[config.mk]
export PLATFORM = sky130hd
export DESIGN_NAME = bus_interface_unit
export DESIGN_NICKNAME = d
export VERILOG_FILES = /design/src/rtl/bus_interface_unit.sv
export SDC_FILE = /design/constraint.sdc
export NUM_CORES = 1
export LEC_CHECK = 0
export CAP_MARGIN = 10
export CORE_UTILIZATION = 29
export DETAILED_ROUTE_END_ITERATION = 8
export SETUP_SLACK_MARGIN = 0.1
export SYNTH_ARGS = -nofsm -noshare
export SYNTH_HDL_FRONTEND = slang
export SYNTH_SLANG_ARGS = --single-unit
export TNS_END_PERCENT = 20
[constraint.sdc]
create_clock -name clk -period 2.8 [get_ports clk]
set_input_delay 0.56 -clock clk [delete_from_list [all_inputs] [get_ports clk]]
set_output_delay 0.56 -clock clk [all_outputs]
set_load 0.005 [all_outputs]
[src/rtl/bus_interface_unit.sv]
// Bus interface unit: owns the program counter and runs one multiplexed external bus cycle
// (address low, address high, data) per CPU step. It pulses clk_enable once per completed step.
// Pin outputs are registered, so each phase's pin values appear in the cycle after that phase.
// The last data-phase pin cycle therefore coincides with the commit phase, and read data is
// sampled at the edge that ends the commit phase.
module bus_interface_unit #(
    parameter logic [15:0] RESET_VECTOR = 16'h0000,
    parameter int unsigned WAIT_CYCLES  = 0
) (
    input  logic        clk,
    input  logic        rst_n,
    input  logic [1:0]  pc_enable,
    input  logic [1:0]  address_select,
    input  logic [15:0] memory_address,
    input  logic [7:0]  alu_result,
    input  logic        rw,
    input  logic [7:0]  data_out,
    output logic [7:0]  instruction,
    output logic        clk_enable,
    output logic [15:0] pc,
    output logic [7:0]  bus_out,
    output logic [7:0]  bus_oe,
    input  logic [7:0]  bus_in,
    output logic        ale_lo,
    output logic        ale_hi,
    output logic        we_n
);

    localparam logic [3:0] WaitInit = 4'(WAIT_CYCLES);

    typedef enum logic [1:0] {PAdl, PAdh, PData, PCommit} phase_t;

    phase_t      phase;
    logic [3:0]  wait_cnt;
    logic [15:0] addr_q;
    logic        rw_q;
    logic [7:0]  wdata_q;
    logic [15:0] sel_addr;

    // Address source for the step about to start; selector 3 is reserved and aliases PC.
    always_comb begin
        sel_addr = pc;
        case (address_select)
            2'd1:    sel_addr = memory_address;
            2'd2:    sel_addr = {8'h00, alu_result};
            default: sel_addr = pc;
        endcase
    end

    // Step sequencer with registered pin, strobe, instruction and PC outputs.
    always_ff @(posedge clk or negedge rst_n) begin
        if (!rst_n) begin
            phase       <= PAdl;
            wait_cnt    <= 4'd0;
            addr_q      <= 16'h0000;
            rw_q        <= 1'b1;
            wdata_q     <= 8'h00;
            pc          <= RESET_VECTOR;
            instruction <= 8'h00;
            clk_enable  <= 1'b0;
            bus_out     <= 8'h00;
            bus_oe      <= 8'h00;
            ale_lo      <= 1'b0;
            ale_hi      <= 1'b0;
            we_n        <= 1'b1;
        end else begin
            clk_enable <= 1'b0;
            case (phase)
                PAdl: begin
                    // Decoder inputs are only trusted here; the rest of the step uses copies.
                    addr_q  <= sel_addr;
                    rw_q    <= rw;
                    wdata_q <= data_out;
                    bus_out <= sel_addr[7:0];
                    bus_oe  <= 8'hFF;
                    ale_lo  <= 1'b1;
                    phase   <= PAdh;
                end
                PAdh: begin
                    ale_lo   <= 1'b0;
                    ale_hi   <= 1'b1;
                    bus_out  <= addr_q[15:8];
                    bus_oe   <= 8'hFF;
                    wait_cnt <= WaitInit;
                    phase    <= PData;
                end
                PData: begin
                    ale_hi <= 1'b0;
                    if (rw_q) begin
                        bus_oe  <= 8'h00;
                        bus_out <= 8'h00;
                        we_n    <= 1'b1;
                    end else begin
                        bus_oe  <= 8'hFF;
                        bus_out <= wdata_q;
                        we_n    <= 1'b0;
                    end
                    if (wait_cnt != 4'd0) begin
                        wait_cnt <= wait_cnt - 4'd1;
                    end else begin
                        phase <= PCommit;
                    end
                end
                PCommit: begin
                    // Pins go quiet for one cycle so a read never collides with the next ADL.
                    clk_enable <= 1'b1;
                    bus_oe     <= 8'h00;
                    bus_out    <= 8'h00;
                    we_n       <= 1'b1;
                    if (rw_q) begin
                        instruction <= bus_in;
                    end
                    if (pc_enable == 2'b11) begin
                        pc <= pc + 16'd1;
                    end
                    phase <= PAdl;
                end
                default: phase <= PAdl;
            endcase
        end
    end

endmodule
==> qor.yml, run 1 <==
crit_path_end: "bus_out[4]"
cts_hold_buf: 0
setup_tns_ns: 0
final_nets: 410
totalWireLength_um: 6920
portBuffers: 90
cap_violations: 0
num_io_pins: 91
drc: 0
area_delta_synth_final_pct: 41.2
worstSetupEndpointType: "flop"
ir_drop_mv: 0.224
setup_viol: 0
rsz0062_at_grt: "false"
rows: 35
seq_area_sq_mm: 0.00150
cts_root_buffer: "clkbuf_8"
dr.pass1.iters: 4
core_sq_mm: 0.00942
hold_viol_final: 0
min_period_ns: 2.04
postCtsSetupBuffers: 0
fin_cells: 485
die_h_um: 102
synth_edf_count: 0
grt_usage_pct: 14.6
synth_top_area_share_pct: 50.5
ys.flop_type: "dfrtp_1"
post-synth-top-count-cell: "dfrtp_1"
grt_antenna_before_repair: 0
numCtsBuffers: 9
die_w_um: 102
worst_clock_skew_ns: 0.00503
cts.repair.resized: 0
syn_inst: 271
synth_commonest_cells: "dfrtp_1, nand2_1, nor2_1, mux2_2, o21ai_0"
r2r_end: "bus_out[4]"
met2_length_um: 3240
synth_area_leaders: "dfrtp_1, mux2_2, ha_1"
vias: 2258
die-area_sq_mm: 0.0103
hold_slack_ns: 0.231
clkLatencyLatePin_ns: 0.33
cts_tree: "done"
grt_max_degree: 35
highest_layer: "met4"
critPathLaunchType: "flop"
syn_area_sq_mm: 0.00287
diodes: 0
cp.arrival_ns: 2.28
hold_path_class: "input port to asynchronous set/reset pin"
path_clk_slew_ns: 0.07
yosys_warnings: 0
worst_pin_slew_ns: 0.748
syn-mean-instance-area_sq_um: 10.6
cts.path.max_buffers: 2
yosysUniqueCellTypes: 37
status: "finished clean"
initialDrtViolationCount: 110
grt_pass1_wl_um: 11200
nFillCells: 914
synthArstFlopShare_pct: 100
dp_cells: 471
critPathLaunch: "phase[0]"
drive_gt1_share_pct: 12.6
period_share_pct: 73.0
slew_violations: 0
postRouteAntennaNets: 0
cts-htree-levels: 3
relSlewSlack_pct: 50.1
initial_utilization_pct: 30.5
wl_met1_um: 3170
dp.final_hpwl_um: 5300
drt-wirelength-per-cell_um: 14.3
ys_seq_elements: 60
utilization_pct: 43.1
reg2reg_depth: 5
cp.required_ns: 3.04
synth_top_area_cell: "dfrtp_1"
synthesis.nets: 328
crit_fanout: 11
multi_input_area_sq_mm: 0.00122
r2r_slack_ns: 0.76
r2r_start: "phase[0]"
fmax_mhz: 489
cts_sinks: 60
p_total_mw: 2.12
gp_congestion: 0.781
yosysSeqAreaShare_pct: 52.4
grt-ovfl-total: 0
wl_met3_um: 412
routed_via_density: 4.66
p_leak_nw: 1.72
power_density_mw_per_mm2: 523
critical_path_class: "flop to flop"
grt_pass1_vias: 2277
layer usage:
layer  up-vias  GRT usage [%]
met1      1091           19.1
li1       1093              -
met4         0           6.80
met2        65           22.1
met3         9           4.07
met5         -              0
critical path, cell delays in order, from the launching register on:
cell and delay, ns:
dfrtp_1 0.42, inv_1 0.12, ha_1 0.41, nor2b_1 0.55, a22oi_1 0.20, o21ai_0 0.25
flip-flops by register name (all words and copies together) (netlist names):
signal / count
pc: 16
addr_q: 8
bus_out: 8
instruction: 8
wdata_q: 8
wait_cnt: 4
phase: 2
ale_hi: 1
ale_lo: 1
bus_oe: 1
clk_enable: 1
rw_q: 1
we_n: 1
report_power, final:
part	switching [mW]	total [mW]	internal [mW]
Sequential	0.0567	0.987	0.930
Combinational	0.113	0.316	0.203
Clock	0.318	0.817	0.499
cell usage in the layout (no fill, tap or decap), types with 2 or more instances in the layout:
cell             instances
clkdlybuf4s50_1         89
dfrtp_1                 58
nand2_1                 32
nor2_1                  22
mux2_2                  19
o21ai_0                 17
a22oi_1                 16
a21oi_1                 16
clkbuf_8                13
ha_1                    10
xnor2_1                  9
inv_1                    8
xor2_1                   6
nand4_1                  5
nand3_1                  4
o21ai_1                  3
and3_1                   3
nor2b_1                  2
mux2i_1                  2
nand2b_1                 2
buf_4                    2
dfstp_2                  2
layout make-up:
cell class	instances	share of cell area [%]
clock buffers	13	4.41
clock inverters	1	0.741
inverters	8	0.741
multi-input cells	181	30.1
flip-flops and latches	60	37.1
well taps	129	3.98
repair buffers	93	23.0
per-stage QoR:
stage,setup slack [ns],area (sq um)
2_1_floorplan,1.24,2870
3_3_place_gp,0.678,3840
3_5_place_dp,0.609,3840
4_1_cts,0.735,4050
5_1_grt,0.514,4050
6_report,0.756,4050
how the worst min path moves through the flow:
stage | start | endpoint | depth (start not counted)
after floorplan | rst_n | addr_q[10] | 0
after global placement | ale_lo | ale_lo | 2
after detailed placement | instruction[7] | instruction[7] | 1
after CTS | rst_n | pc[4] | 1
after global routing | rst_n | pc[5] | 1
final | rst_n | pc[4] | 1
kinds of logic after synthesis:
logic type	count (synthesis)	synth area share [%]
and+or+nand+nor	78	13.3
DFF	60	52.4
AOI/OAI and AO/OA	57	12.0
buffers and inverters	30	5.19
muxes	21	8.15
xor gates and xnor gates	15	4.58
adders and majority gates	10	4.36
(Power assumes the default switching activity.)
==> inputs of run 2 (changes only) <==
==> constraint.sdc (replaced) <==
create_clock -name clk -period 2 [get_ports clk]
set_input_delay 0.4 -clock clk [delete_from_list [all_inputs] [get_ports clk]]
set_output_delay 0.4 -clock clk [all_outputs]
set_load 0.005 [all_outputs]
==> qor.yml, run 2 (same netlist as run 1, synthesis figures left out) <==
top_register: "pc"
fmax_mhz: 553
rows: 35
p_int_mw: 2.11
hold_viol_final: 0
clkLatencyLatePin_ns: 0.33
cp.arrival_ns: 1.41
slew_violations: 0
routed_via_density: 4.62
path_clk_slew_ns: 0.06
cts-htree-levels: 3
critPathLaunchType: "flop"
final_nets: 417
diodes: 0
place_area_sq_mm: 0.00392
dp.final_hpwl_um: 5360
die_w_um: 102
grt_max_degree: 33
cp_top_family: "buffers and inverters"
initialDrtViolationCount: 109
p_switching_mw: 0.701
critPathBufInv: 1
p_seq_share_pct: 49.3
ir_drop_mv: 0.362
worst_clock_skew_ns: 0.00712
cts_root_buffer: "clkbuf_8"
grt_antenna_before_repair: 0
core_sq_mm: 0.00942
power_frac_comb_pct: 16.4
largest_reg_flops: 16
gp_congestion: 0.780
relSlewSlack_pct: 57.5
critical_path_class: "flop to output port"
power_frac_clock_pct: 34.3
cp_slowest_stage_delay_ns: 0.56
die-area_sq_mm: 0.0103
highest_layer: "met4"
portBuffers: 90
grt-ovfl-total: 0
sw_frac_of_total_pct: 25.0
rsz0062_at_grt: "false"
hold_path_class: "input port to asynchronous set/reset pin"
wl_met1_um: 3220
cap_violations: 0
status: "finished clean"
wl_met3_um: 387
power_density_mw_per_mm2: 686
path_cells: "clkdlybuf4s50_1"
drt-wirelength-per-cell_um: 14.2
initial_utilization_pct: 30.5
period_share_pct: 90.4
drive_gt1_share_pct: 14.0
worstSetupEndpointType: "output port"
postCtsSetupBuffers: 0
finalInstanceArea_sq_mm: 0.00409
cts_hold_buf: 0
grt_pass1_vias: 2176
hold_slack_ns: 0.0814
cts_sinks: 60
drc: 0
min_period_ns: 1.81
cts.path.max_buffers: 2
worst_pin_slew_ns: 0.638
crit_fanout: 8
area_delta_synth_final_pct: 42.5
final_common_cell: "clkdlybuf4s50_1"
vias: 2277
dr.pass1.iters: 4
cts_tree: "done"
num_io_pins: 91
p_leak_nw: 1.75
setup_viol: 0
p_total_mw: 2.81
setup_tns_ns: 0
cts.repair.resized: 0
grt_pass1_wl_um: 11100
totalWireLength_um: 7020
cp.required_ns: 1.60
numCtsBuffers: 9
die_h_um: 102
grt_usage_pct: 14.7
worst_path_max_delay_cell: "clkdlybuf4s50_1"
met2_length_um: 3310
layout_common_cells: "clkdlybuf4s50_1, dfrtp_1, nand2_1"
postRouteAntennaNets: 0
run 2: cell count changes in the layout (fill, tap and decap cells not counted):
| cell | delta |
|---|---|
| buf_12 | +2 |
| buf_4 | +5 |
| bufinv_16 | -1 |
| clkbuf_1 | +2 |
| clkbuf_8 | -2 |
| clkinv_2 | +2 |
run 2: stage by stage:
| stage | worst slack (ns) | instances | utilization, % |
|---|---|---|---|
| floorplan | 0.555 | 271 | - |
| global placement | 0.0897 | 478 | 41.7 |
| detailed placement | 0.0723 | 478 | 41.7 |
| CTS | 0.173 | 493 | 43.5 |
| global route | 0.111 | 493 | 43.5 |
| finish | 0.191 | 493 | 43.5 |
run 2: worst paths after layout:
check / cells past startpoint / start / to / slack (ns)
hold reg to reg: 2 / ale_lo / ale_lo / 0.50
setup / recovery: 1 / pc[6] / pc[6] / 0.19
hold / removal: 1 / rst_n / pc[5] / 0.08
min in group clk: 2 / ale_lo / ale_lo / 0.50
setup reg to reg: 5 / phase[0] / pc[15] / 0.35
max in group asynchronous: 2 / rst_n / pc[15] / 1.30
run 2: final cells by class:
cell class	instances	area, sq um
fill	918	5320
sequential	60	1500
multi-input combinational	181	1220
timing repair buffer	100	1010
tap	129	161
clock buffer	13	159
inverter	8	30.0
clock inverter	2	10.0
run 2: power by group through the flow:
stage                     logic (mW)  clock network, mW  registers [mW]
final                          0.462              0.962            1.38
after global routing           0.504               1.05            1.40
after CTS                      0.469              0.999            1.38
after detailed placement       0.467                  0            1.41
after global placement         0.458                  0            1.40
after floorplan                0.138                  0            1.39
run 2: per-layer routing:
metal / vias to the layer above / GRT usage [%]
li1: 1109 / -
met1: 1097 / 18.8
met2: 61 / 23.1
met3: 10 / 5.45
met4: 0 / 4.57
met5: - / 0
